==> config.mk <==
export PLATFORM = sky130hd
export DESIGN_NAME = bus_arbiter4
export DESIGN_NICKNAME = d
export VERILOG_FILES = /design/src/rtl/bus_arbiter4.sv
export SDC_FILE = /design/constraint.sdc
export NUM_CORES = 1
export LEC_CHECK = 0
export ABC_AREA = 1
export BUFFER_PORTS_ARGS = -buffer_cell sky130_fd_sc_hd__buf_2
export CORE_MARGIN = 4
export CORE_UTILIZATION = 55
export DETAILED_ROUTE_END_ITERATION = 8
export PLACE_DENSITY_LB_ADDON = 0.2
export SLEW_MARGIN = 0
export SYNTH_ARGS = -nofsm -noshare
export SYNTH_HDL_FRONTEND = slang
export SYNTH_SLANG_ARGS = --single-unit
==> constraint.sdc <==
create_clock -name clk -period 4.4 [get_ports clk]
set_input_delay 0.22 -clock clk [delete_from_list [all_inputs] [get_ports clk]]
set_output_delay 0.22 -clock clk [all_outputs]
set_load 0.02 [all_outputs]
==> src/rtl/bus_arbiter4.sv <==
// Four-way round-robin bus arbiter. A grant is held until done, until the request drops, or until the hold limit is reached.
// Every release is followed by one idle cycle before the next grant.
module bus_arbiter4 #(
  parameter int MAX_HOLD = 16
) (
  input  logic       clk,
  input  logic       reset,
  input  logic [3:0] req,
  input  logic       done,
  output logic [3:0] grant,
  output logic [1:0] select,
  output logic       busy,
  output logic       timeout
);

  typedef enum logic {IDLE, BUSY} state_t;

  localparam logic [7:0] LIMIT = 8'(MAX_HOLD - 1);

  state_t     state;
  logic [1:0] ptr;
  logic [7:0] hold_cnt;

  logic       found;
  logic [1:0] pick;
  logic [1:0] idx;
  logic       at_limit;
  logic       normal_rel;

  // Scan the request lines starting at ptr and take the first one that is set.
  always_comb begin
    found = 1'b0;
    pick  = ptr;
    idx   = ptr;
    for (int k = 0; k < 4; k++) begin
      idx = ptr + 2'(k);
      if (!found && req[idx]) begin
        found = 1'b1;
        pick  = idx;
      end
    end
  end

  assign at_limit   = (hold_cnt == LIMIT);
  assign normal_rel = done || !req[select];
  assign busy       = |grant;

  always_ff @(posedge clk) begin
    if (reset) begin
      state    <= IDLE;
      grant    <= '0;
      select   <= '0;
      timeout  <= 1'b0;
      ptr      <= '0;
      hold_cnt <= '0;
    end else begin
      timeout <= 1'b0;
      case (state)
        IDLE: begin
          if (found) begin
            grant    <= 4'(1) << pick;
            select   <= pick;
            hold_cnt <= '0;
            state    <= BUSY;
          end
        end
        BUSY: begin
          if (normal_rel || at_limit) begin
            grant   <= '0;
            ptr     <= select + 2'd1;
            state   <= IDLE;
            // The limit only reports a timeout when it alone ended the grant.
            timeout <= !normal_rel;
          end else if (hold_cnt != 8'hFF) begin
            hold_cnt <= hold_cnt + 8'd1;
          end
        end
        default: state <= IDLE;
      endcase
    end
  end

endmodule

After elaboration in Yosys (flattened, before gate mapping)
Cells that the tools add are included.
{"block": "op_classes", "n_addsub": 5, "magnitude_cmp": 5, "n_eq_ne": 6, "n_shift": 1, "mux": 27, "bitwise_logic": 2, "reduce_logical": 16}
{"operator": "8-bit two-way mux", "count": 3}
{"operator": "8-bit one-hot mux with 2 select lines", "count": 1}
{"operator": "2-bit by 3-bit less-than comparator with 1-bit output, second input constant", "count": 5}
{"operator": "1-bit two-way mux", "count": 11}
{"operator": "1-bit binary-select mux with 2-bit select", "count": 5}
{"operator": "8-bit by 1-bit adder with 8-bit output, second input constant", "count": 1}
{"operator": "8-bit by 4-bit == test with 1-bit output, second input constant", "count": 1}
{"operator": "4-bit two-way mux", "count": 2}
{"operator": "8-bit inequality test, second input constant", "count": 1}
{"operator": "4-bit one-hot mux with 2 select lines", "count": 1}
{"operator": "2-bit two-way mux", "count": 3}
{"operator": "2-bit AND reduction", "count": 3}
{"operator": "1-bit zero test", "count": 5}
{"operator": "2-bit by 1-bit adder with 2-bit output, second input constant", "count": 2}
{"operator": "2-bit adder, second input constant", "count": 2}
{"operator": "2-bit by 1-bit inequality test with 1-bit output, second input constant", "count": 2}
{"operator": "2-bit inequality test, second input constant", "count": 2}
{"operator": "4-bit OR reduction", "count": 1}
{"operator": "1-bit by 2-bit left shift with 4-bit output, first input constant", "count": 1}
{"operator": "1-bit logical AND", "count": 3}
{"operator": "3-bit AND reduction", "count": 1}
{"operator": "3-bit OR reduction", "count": 1}
{"operator": "1-bit logical OR", "count": 2}
{"operator": "1-bit NOT", "count": 2}
{"operator": "1-bit one-hot mux with 2 select lines", "count": 1}
{"block": "word_totals", "reg_bits": 18, "in_bits": 7, "output_inout_bits": 8, "elab_cells": 68}

Longest topological paths before layout
Gate-level depths: netlist of run 1.
{"block": "depth", "depth_word": 15, "depth_mapped": 15, "ltp_nobuf": 14}

Worst setup path before layout of run 1
Ideal clock, no wire load.
{"block": "synth_timing", "kind": "register to register", "startpoint": "reg select[0]", "endpoint": "reg hold_cnt[0]", "setup_time_ps": 116, "t_arrival_ps": 1557, "required_ps": 4284, "slack_ps": 2727, "stages_incl_launch_ff": 12, "path_buffers": 0, "synth_period_minus_slack_ps": 1673, "path_cell_list": "dfxtp_1 > inv_1 > nand2_1 > nand3_1 > o21ai_1 > nand3_1 > nand2_1 > inv_1 > nor2_4 > nand2_4 > o21ai_0 > nor2_1"}
{"block": "synth_between", "elab_chain_cells": 7}
{"element": "start: declaration", "line_no": "11", "rtl": "output logic [1:0] select,"}
{"element": "start signal: assignment", "line_no": "62", "rtl": "select <= pick;"}
{"element": "1-bit binary-select mux with 2-bit select", "line_no": "45", "rtl": "assign normal_rel = done || !req[select];"}
{"element": "1-bit two-way mux (not written as such)", "line_no": "45"}
{"element": "1-bit zero test", "line_no": "45"}
{"element": "1-bit logical OR", "line_no": "45"}
{"element": "1-bit logical OR", "line_no": "68", "rtl": "if (normal_rel || at_limit) begin"}
{"element": "2-bit inequality test (no line)"}
{"element": "3-bit AND reduction (no line)"}
{"element": "end signal: assignment", "line_no": "75", "rtl": "hold_cnt <= hold_cnt + 8'd1;"}
{"element": "end: declaration", "line_no": "22", "rtl": "logic [7:0] hold_cnt;"}
Every way passes these cells. The select of a mux whose other input is x is not followed.
A chain may end at the register's enable or synchronous reset.

Worst setup path after layout of run 1
{"block": "layout_timing", "startpoint": "reg ptr[0]", "endpoint": "reg hold_cnt[0]"}
{"block": "layout_between", "elab_chain_cells": 14, "word_cells_on_any_way": 23, "classes_between": "3 x add/sub; 1 x eq/ne; 12 x mux; 7 x reduce/logical"}
{"element": "start: declaration", "line_no": "21", "rtl": "logic [1:0] ptr;"}
{"element": "start signal: assignment", "line_no": "70", "rtl": "ptr <= select + 2'd1;"}
{"element": "parallel branches: the longest is 11 deep, another holds 2-bit by 1-bit adder with 2-bit output"}
{"element": "1-bit two-way mux (*)", "line_no": "37", "rtl": "if (!found && req[idx]) begin"}
{"element": "2-bit inequality test (no line) (*)"}
{"element": "3-bit AND reduction (no line) (*)"}
Every way passes the cells marked *. The select of a mux whose other input is x is not followed.

==> run metrics, run 1 <==
Hold-fix buffers, CTS 0; Vias 1374; Hold Crit Endpoint timeout$_SDFF_PP0_; launch point of the critical path ptr[0]$_SDFFE_PP0P_; Antenna Nets Post-Route 0; Final Cycle Share 0.477; clock network latency to the later pin of the worst-skew pair around 0.29 ns; Synth Flop Type dfxtp_1; Rows 17; clock share of power 0.116; number of max-cap violations 0; worst hold start done; largest area contributor in the netlist dfxtp_1; Arr. time, crit path around 2.3 ns; CTS tree built; CP max FO 14; Area contributors post-synth dfxtp_1 (27%), nand2_1 (19%), nand3_1 (10%), nor2_1 (6.2%), nand2_2 (5.6%); Metal-1 WL 1350 um; CP Class reg2reg; max incr delay on CP between 0.6 and 0.7 ns; n_diodes 0; Total Power roughly 0.87 mW; antenna violations before repair 0; RSZ-0062 raised after global routing false; met2 WL 1410 um; first-pass GRT wire length 5510 um; FF-to-FF Start ptr[0]$_SDFFE_PP0P_; Slew HR 0.658; Top Family by Delay on Critical Path simple AND/OR/NAND/NOR gates; PwrDens approximately 600 nW/um2; P_leak 0.670 nW; fillers around 220; P&R area growth vs syn 8.35%; sequential power share 0.289; Hold Crit Depth 4; PostCTS Resize Cnt 0; Syn Inst Count around 210; Post-route DRC 0; internal power ~0.42 mW; WL final slightly below 3000 um; startpoint class of the critical path flip-flop; Post-synth EDFFs 0; sequential-to-total area share from yosys stat 0.270; status completed; Hold Path Class in2reg; Mapped Avg Cell Area between 6 and 7 um2; Async S/R FF share, synth 0; Ports 15; final setup vio count 0; setup tns final 0 ns; Multi-input gate area 873 um2; CTS Buffer Depth 2; grt total ovfl 0; Die Area 3280 um2; list of most frequent post-synthesis cells nand2_1 (66), nand3_1 (27), nor2_1 (22); Worst Path Buf+Inv 2; fin area approximately 1400 um2; routability cong. 0.870; fin nets around 240; vias in the first global route 1265; largest net degree at the start of global routing 15; worst slack, placed roughly 2.4 ns; share of layout cells above drive strength 1 0.198; Switching Fraction 0.522; Core Util, Final 0.641; wire length per cell approximately 12 um; met3 wire length 192 um; cell with the most instances after synthesis nand2_1; Final HPWL DP 2340 um; Clock Sinks 18; initial drt markers 77; Clock Skew about 0.0037 ns; Seq cells post-synth 18; Peak Freq approximately 0.48 GHz; post-synthesis cell area roughly 1300 um2; share of the synthesized area in the top cell type 0.270; R2R Setup Slk between 2 and 2.5 ns; Yosys Warn Count 0; reg2reg path depth 13; endpoint type of the worst setup path flip-flop; DRT Pass-1 Iters 5; R2R Path End hold_cnt[0]$_SDFFE_PP0P_; fin crit period about 2.1 ns; Syn Nets around 220; PortBufs 14; number of buffers created by CTS 3; Final WS setup around 2.3 ns; crit path max-delay cell type dfxtp_1; max layer used met4; Placeable Area about 2300 um2; Starting Density 0.592; Comb power frac 0.594; Switch Pwr 0.455 mW; number of setup buffers added after CTS 0; All-Layer GR Usage 0.206; WP data required between 4 and 5 ns; Placed Cells 251; DP Area between 1000 and 1500 um2; Register Area about 360 um2; WHS 0.191 ns; DIE WIDTH ~57 um; clk slew on worst S/H paths around 0.10 ns; crit path cell chain inv_2 > nand2_1 > nand2_2 > nand2_2 > nand2_4 > nor2_4 > nand2_2 > nor2_4 > nand2_4 > nand2_4 > inv_2 > nor2_1 > nor2_1; Worst Max-Slew Pin Slew a little over 0.5 ns; Die Ht approximately 57 um; Slew Limit Fails 0; H-tree levels 1; Clock Tree Root clkbuf_4; worst vdd ir between 0.4 and 0.5 mV; post-synth cell types 27; vias per cell around 5.4; fin cells between 200 and 300; Fin. Hold Viols 0
==> placed cells by master, fill, tap and decap left out, types with 7 or more instances in the layout <==
cell	count
a21oi_1	13
buf_2	14
dfxtp_1	18
inv_1	14
nand2_1	66
nand2_2	12
nand3_1	27
nor2_1	22
o21ai_0	7
==> flip-flops by register name (all words and copies together), names as in the netlist <==
name and count:
grant 4, select 2, state 1, timeout 1, hold_cnt 8, ptr 2
==> worst max-delay path by stage <==
stage                          endpoint  slack, ns  depth (start not counted)
2_1_floorplan  hold_cnt[0]$_SDFFE_PP0P_       2.73                         11
3_3_place_gp      grant[1]$_SDFFE_PP0P_       2.44                         11
3_5_place_dp   hold_cnt[0]$_SDFFE_PP0P_       2.35                         13
4_1_cts        hold_cnt[0]$_SDFFE_PP0P_       2.33                         13
5_1_grt        hold_cnt[4]$_SDFFE_PP0P_       2.11                         12
6_report       hold_cnt[0]$_SDFFE_PP0P_       2.30                         13
==> per-layer routing <==
layer / global-route usage / vias up
met4: 0.0497 / 0
met5: 0 / -
met1: 0.281 / 617
li1: - / 712
met2: 0.338 / 41
met3: 0.0339 / 4
==> kinds of logic (layout without fill, tap and decap cells) <==
group                      Yosys count  count (layout)  synth area share
and+or+nand+nor                    145             145             0.527
AOI/OAI and AO/OA                   21              21            0.0788
DFF                                 18              18             0.270
adders and majority gates            1               1           0.00938
xor gates and xnor gates             6               6            0.0394
buffers and inverters               22              36            0.0750
==> worst reg2reg max path, cell delays in order, from the launching register on <==
cell and delay, ns:
dfxtp_1 0.66, inv_2 0.22, nand2_1 0.13, nand2_2 0.09, nand2_2 0.09, nand2_4 0.08, nor2_4 0.11, nand2_2 0.08
nor2_4 0.12, nand2_4 0.10, nand2_4 0.12, inv_2 0.05, nor2_1 0.09, nor2_1 0.05
==> power groups by stage <==
stage | Clock [mW] | Sequential [mW] | Combinational [mW]
finish | 0.101 | 0.252 | 0.518
global route | 0.113 | 0.261 | 0.585
CTS | 0.104 | 0.252 | 0.518
detailed placement | 0 | 0.256 | 0.514
global placement | 0 | 0.252 | 0.501
floorplan | 0 | 0.258 | 0.410
==> final cells by class <==
cell class,count,share of cell area
Clock buffer,4,0.0251
Inverter,18,0.0485
Multi-Input combinational cell,173,0.604
Sequential cell,18,0.249
Tap cell,28,0.0242
Timing Repair Buffer,14,0.0485
Power figures use the tool's default switching activity.
==> run 2: changes to the inputs <==
Settings changed: ABC_AREA 1 to 0, CORE_UTILIZATION 55 to 54.
Clock period 4.4 ns to 2 ns, I/O delays scaled along.
==> run metrics, run 2 <==
worst hold start reset (was done); fillers 137 (was 218); post-synthesis cell area 957 um2 (was 1330 um2); share of layout cells above drive strength 1 0.209 (was 0.198); Slew HR 0.687 (was 0.658); Seq cells post-synth 18 (unchanged); DIE WIDTH 50.1 um (was 57.2 um); Peak Freq 0.547 GHz (was 0.476 GHz); routability cong. 0.735 (was 0.870); largest net degree at the start of global routing 16 (was 15); Switch Pwr 0.238 mW (was 0.455 mW); P_leak 0.421 nW (was 0.670 nW); status completed (unchanged); Post-route DRC 0 (unchanged); most frequent cells in the layout dfxtp_1 (18), buf_2 (14), a21oi_1 (12) (was nand2_1 (66), nand3_1 (27), nor2_1 (22)); Synth Flop Type dfxtp_1 (unchanged); Antenna Nets Post-Route 0 (unchanged); vias per cell 5.86 (was 5.39); cell with the most instances after synthesis dfxtp_1 (was nand2_1); Ports 15 (unchanged); Area contributors post-synth dfxtp_1 (38%), a21oi_1 (6.3%), or4_1 (4.7%), nor2_1 (3.9%), nand3_1 (3.7%) (was dfxtp_1 (27%), nand2_1 (19%), nand3_1 (10%), nor2_1 (6.2%), nand2_2 (5.6%)); WL final 2150 um (was 2970 um); share of the synthesized area in the top cell type 0.376 (was 0.270); Clock Sinks 18 (unchanged); P&R area growth vs syn 13.9% (was 8.35%); RSZ-0062 raised after global routing false (unchanged); max FFs per register 8 (unchanged); startpoint class of the critical path flip-flop (unchanged); list of most frequent post-synthesis cells dfxtp_1 (18), a21oi_1 (12), nor2_1 (10) (was nand2_1 (66), nand3_1 (27), nor2_1 (22)); CTS tree built (unchanged); Die Area 2510 um2 (was 3280 um2); clk slew on worst S/H paths 0.10 ns (about the same); Async S/R FF share, synth 0 (unchanged); Largest regs hold_cnt x8, grant x4 (unchanged); PortBufs 14 (unchanged); Starting Density 0.600 (was 0.592); final setup vio count 0 (unchanged); Arr. time, crit path 2.07 ns (was 2.29 ns); grt total ovfl 0 (unchanged); vias in the first global route 790 (was 1265); Syn Inst Count 113 (was 213); WP data required 2.24 ns (was 4.59 ns); Die Ht 50.1 um (was 57.2 um); worst vdd ir 0.469 mV (was 0.491 mV); n_diodes 0 (unchanged); CP Class reg2reg (unchanged); Vias 896 (was 1374); Hold-fix buffers, CTS 0 (unchanged); Register Area 360 um2 (unchanged); Final Cycle Share 0.914 (was 0.477); Post-synth EDFFs 0 (unchanged); launch point of the critical path hold_cnt[0]$_SDFFE_PP0P_ (was ptr[0]$_SDFFE_PP0P_); antenna violations before repair 0 (unchanged); CTS Buffer Depth 2 (unchanged); most flop-heavy register hold_cnt (unchanged); Hold Path Class in2reg (unchanged); Mapped Avg Cell Area 8.47 um2 (was 6.26 um2); Total Power 0.789 mW (was 0.871 mW); sequential power share 0.502 (was 0.289); Syn Nets 121 (was 221); Multi-input gate area 574 um2 (was 873 um2); endpoint type of the worst setup path flip-flop (unchanged); first-pass GRT wire length 3660 um (was 5510 um); sequential-to-total area share from yosys stat 0.376 (was 0.270); clock share of power 0.287 (was 0.116); Clock Skew 0.000801 ns (was 0.00371 ns); fin nets 138 (was 236); PwrDens 724 nW/um2 (was 603 nW/um2); H-tree levels 1 (unchanged); Hold Crit Depth 2 (was 4); largest area contributor in the netlist dfxtp_1 (unchanged); post-synth cell types 40 (was 27); Clock Tree Root clkbuf_4 (unchanged); Final HPWL DP 1550 um (was 2340 um); initial drt markers 30 (was 77); Slew Limit Fails 0 (unchanged); Rows 14 (was 17); FF-to-FF Start hold_cnt[0]$_SDFFE_PP0P_ (was ptr[0]$_SDFFE_PP0P_); Yosys Warn Count 0 (unchanged); setup tns final 0 ns (unchanged); Core Util, Final 0.684 (was 0.641); Fin. Hold Viols 0 (unchanged); fin crit period 1.83 ns (was 2.10 ns); number of buffers created by CTS 3 (unchanged); wire length per cell 14.1 um (was 11.6 um); All-Layer GR Usage 0.186 (was 0.206); CP max FO 12 (was 14); number of max-cap violations 0 (unchanged); Worst Max-Slew Pin Slew 0.463 ns (was 0.513 ns); reg2reg path depth 6 (was 13); DRT Pass-1 Iters 4 (was 5); clock network latency to the later pin of the worst-skew pair 0.30 ns (was 0.29 ns); Comb power frac 0.211 (was 0.594); commonest non-fill, non-tap cell in the layout dfxtp_1 (was nand2_1); Switching Fraction 0.302 (was 0.522); internal power 0.551 mW (was 0.416 mW); Placeable Area 1590 um2 (was 2250 um2)
==> run 2: changes by cell type after synthesis, moves of 4 or more <==
cell	previous run	this run
nand3_1	27	7
o21ai_0	7	3
inv_1	14	3
nand2_2	12	0
nand2_1	66	9
or4_1	1	6
nor2_4	4	0
nor2_1	22	10
==> run 2: layer usage <==
layer | vias up | global-route usage | share of wire
li1 | 457 | - | -
met1 | 411 | 0.249 | 0.48
met2 | 24 | 0.274 | 0.44
met3 | 4 | 0.0602 | 0.061
met4 | 0 | 0.0783 | 0.018
met5 | - | 0 | 0
==> run 2: worst max-delay path: stages (launching register included) <==
cell	delay, ns
dfxtp_1	0.35
ha_1	0.25
nand4_1	0.13
a2bb2oi_2	0.22
nand3_2	0.22
or4_1	0.45
a21oi_1	0.15
==> run 2: stage by stage <==
stage                     cells  worst slack (ns)  hold WS, ns  cell area (um2)
after floorplan             113             0.201        0.179              957
after global placement      149             0.158        0.431             1040
final                       153             0.173        0.123             1090
after global routing        153            0.0487        0.144             1090
after CTS                   153            0.0630        0.121             1080
after detailed placement    149            0.0858        0.440             1040
==> run 2: what timing repair did <==
item                       CTS  global route
resized for setup            0             2
setup endpoints to repair    0             5
setup buffers                0             0
==> run 2: power by group through the flow <==
stage,Clock (mW),Combinational (mW),Sequential (mW)
2_1_floorplan,0,0.106,0.414
3_3_place_gp,0,0.157,0.402
3_5_place_dp,0,0.162,0.404
4_1_cts,0.233,0.163,0.396
5_1_grt,0.249,0.185,0.399
6_report,0.227,0.167,0.396
==> run 2: final cells by class <==
cell class | count | share of cell area
clock buffers | 4 | 0.0333
inverters | 3 | 0.0103
multi-input cells | 89 | 0.527
flip-flops and latches | 18 | 0.331
well taps | 24 | 0.0276
repair buffers | 15 | 0.0712
==> run 2: final timing paths <==
path / to / slack, ns
min: hold_cnt[0]$_SDFFE_PP0P_ / 0.12
max reg2reg: hold_cnt[5]$_SDFFE_PP0P_ / 0.17
max: hold_cnt[5]$_SDFFE_PP0P_ / 0.17
min reg2reg: grant[0]$_SDFFE_PP0P_ / 0.49
==> run 2: logic make-up (layout without fill, tap and decap cells) <==
logic type | after synthesis | after routing | synth area share
adders and majority gates | 1 | 1 | 0.0131
xor gates and xnor gates | 2 | 2 | 0.0183
AOI/OAI and AO/OA | 29 | 29 | 0.192
and+or+nand+nor | 53 | 53 | 0.319
DFF | 18 | 18 | 0.376
muxes | 4 | 4 | 0.0457
buffers and inverters | 6 | 22 | 0.0353
==> run 3: changes to the inputs <==
Settings changed: CTS_BUF_LIST set to sky130_fd_sc_hd__clkbuf_16.
==> run metrics, run 3 (same netlist as run 2, synthesis figures left out) <==
status completed (unchanged); met2 WL 1040 um (was 951 um); CP Class reg2reg (unchanged); Total Power 0.961 mW (was 0.789 mW); Final WS setup 0.179 ns (was 0.173 ns); Slew Limit Fails 0 (unchanged); Metal-1 WL 1050 um (was 1030 um); most flop-heavy register hold_cnt (unchanged); number of setup buffers added after CTS 0 (unchanged); crit path cell chain ha_1 > nand4_1 > a2bb2oi_2 > nand3_2 > or4_1 > a21oi_1 (unchanged); RSZ-0062 raised after global routing false (unchanged); Post-route DRC 0 (unchanged); PortBufs 14 (unchanged); number of buffers created by CTS 3 (unchanged); commonest non-fill, non-tap cell in the layout dfxtp_1 (unchanged); CTS Buffer Depth 2 (unchanged); Fin. Hold Viols 0 (unchanged); largest net degree at the start of global routing 16 (unchanged); worst vdd ir 0.704 mV (was 0.469 mV); Ports 15 (unchanged); clk slew on worst S/H paths 0.05 ns (was 0.10 ns); Antenna Nets Post-Route 0 (unchanged); endpoint type of the worst setup path flip-flop (unchanged); Slew HR 0.669 (was 0.687); vias in the first global route 794 (was 790); initial drt markers 42 (was 30); wire length per cell 14.6 um (was 14.1 um); worst slack, placed 0.0858 ns (unchanged); Hold Path Class in2reg (unchanged); routability cong. 0.735 (unchanged); number of max-cap violations 0 (unchanged); fin nets 138 (unchanged); vias per cell 6.08 (was 5.86); clock network latency to the later pin of the worst-skew pair 0.25 ns (was 0.30 ns); Die Ht 50.1 um (unchanged); met3 wire length 129 um (was 132 um); n_diodes 0 (unchanged); Rows 14 (unchanged); first-pass GRT wire length 3810 um (was 3660 um); max incr delay on CP 0.45 ns (about the same); P&R area growth vs syn 18.3% (was 13.9%); Largest regs hold_cnt x8, grant x4 (unchanged); Starting Density 0.600 (unchanged); Clock Sinks 18 (unchanged); fin crit period 1.82 ns (was 1.83 ns); P_leak 0.438 nW (was 0.421 nW); CTS tree built (unchanged); setup tns final 0 ns (unchanged); DIE WIDTH 50.1 um (unchanged); Peak Freq 0.549 GHz (was 0.547 GHz); WL final 2240 um (was 2150 um); Die Area 2510 um2 (unchanged); fin cells 153 (unchanged); Clock Skew 0.00396 ns (was 0.000801 ns); Placed Cells 149 (unchanged); DRT Pass-1 Iters 4 (unchanged); Worst Max-Slew Pin Slew 0.491 ns (was 0.463 ns); Core Util, Final 0.710 (was 0.684); grt total ovfl 0 (unchanged); startpoint class of the critical path flip-flop (unchanged); Arr. time, crit path 2.00 ns (was 2.07 ns); fillers 131 (was 137); max FFs per register 8 (unchanged); H-tree levels 1 (unchanged); Final HPWL DP 1550 um (unchanged); CP max FO 12 (unchanged); final setup vio count 0 (unchanged); Hold Crit Depth 2 (unchanged); Vias 930 (was 896); reg2reg path depth 6 (unchanged); crit path max-delay cell type or4_1 (unchanged); max layer used met4 (unchanged); Final Cycle Share 0.910 (was 0.914); antenna violations before repair 0 (unchanged); PwrDens 848 nW/um2 (was 724 nW/um2); Placeable Area 1590 um2 (unchanged); WP data required 2.18 ns (was 2.24 ns); most frequent cells in the layout dfxtp_1 (18), buf_2 (14), a21oi_1 (12) (unchanged); All-Layer GR Usage 0.196 (was 0.186); Clock Tree Root clkbuf_16 (was clkbuf_4); share of layout cells above drive strength 1 0.202 (was 0.209)
run 3: stage by stage:
| stage | area [um2] | hold WS [ns] |
|---|---|---|
| 2_1_floorplan | 957 | 0.179 |
| 3_3_place_gp | 1040 | 0.431 |
| 3_5_place_dp | 1040 | 0.440 |
| 4_1_cts | 1120 | 0.192 |
| 5_1_grt | 1130 | 0.223 |
| 6_report | 1130 | 0.195 |
run 3: path summary, 6_finish.rpt:
path	slack [ns]	startpoint	end
worst max-delay path	0.18	hold_cnt[0]$_SDFFE_PP0P_	hold_cnt[5]$_SDFFE_PP0P_
worst min-delay path	0.19	reset	hold_cnt[0]$_SDFFE_PP0P_
worst max register to register	0.18	hold_cnt[0]$_SDFFE_PP0P_	hold_cnt[5]$_SDFFE_PP0P_
worst min register to register	0.48	grant[0]$_SDFFE_PP0P_	grant[0]$_SDFFE_PP0P_
run 3: per-layer routing:
metal | vias up | global-route usage
met4 | 0 | 0.0645
met2 | 32 | 0.280
li1 | 453 | -
met3 | 8 | 0.0572
met1 | 437 | 0.277
met5 | - | 0
run 3: final cells by class:
| type | count | area, um2 | share of cell area |
|---|---|---|---|
| multi-input combinational | 89 | 574 | 0.507 |
| sequential | 18 | 360 | 0.318 |
| timing repair buffer | 15 | 77.6 | 0.0685 |
| clock buffer | 3 | 75.1 | 0.0663 |
| tap | 24 | 30.0 | 0.0265 |
| inverter | 3 | 11.3 | 0.00994 |
| clock inverter | 1 | 3.75 | 0.00331 |
run 3: worst max-delay path, delay by kind of cell, from the launching register on:
family                     cells  cell delay [ns]
adders and majority gates      1             0.25
and+or+nand+nor                3             0.81
AOI/OAI and AO/OA              2             0.36
DFF                            1             0.33
run 3: repair_timing:
item | in CTS | in global routing
endpoints found under the setup margin | 0 | 5
endpoints found under the hold margin | 0 | 0
resized for setup | 0 | 2
hold buffers | 0 | 0
run 3: power breakdown:
part,internal [mW],switching [mW]
Clock,0.265,0.128
Combinational,0.0626,0.107
Sequential,0.378,0.0191
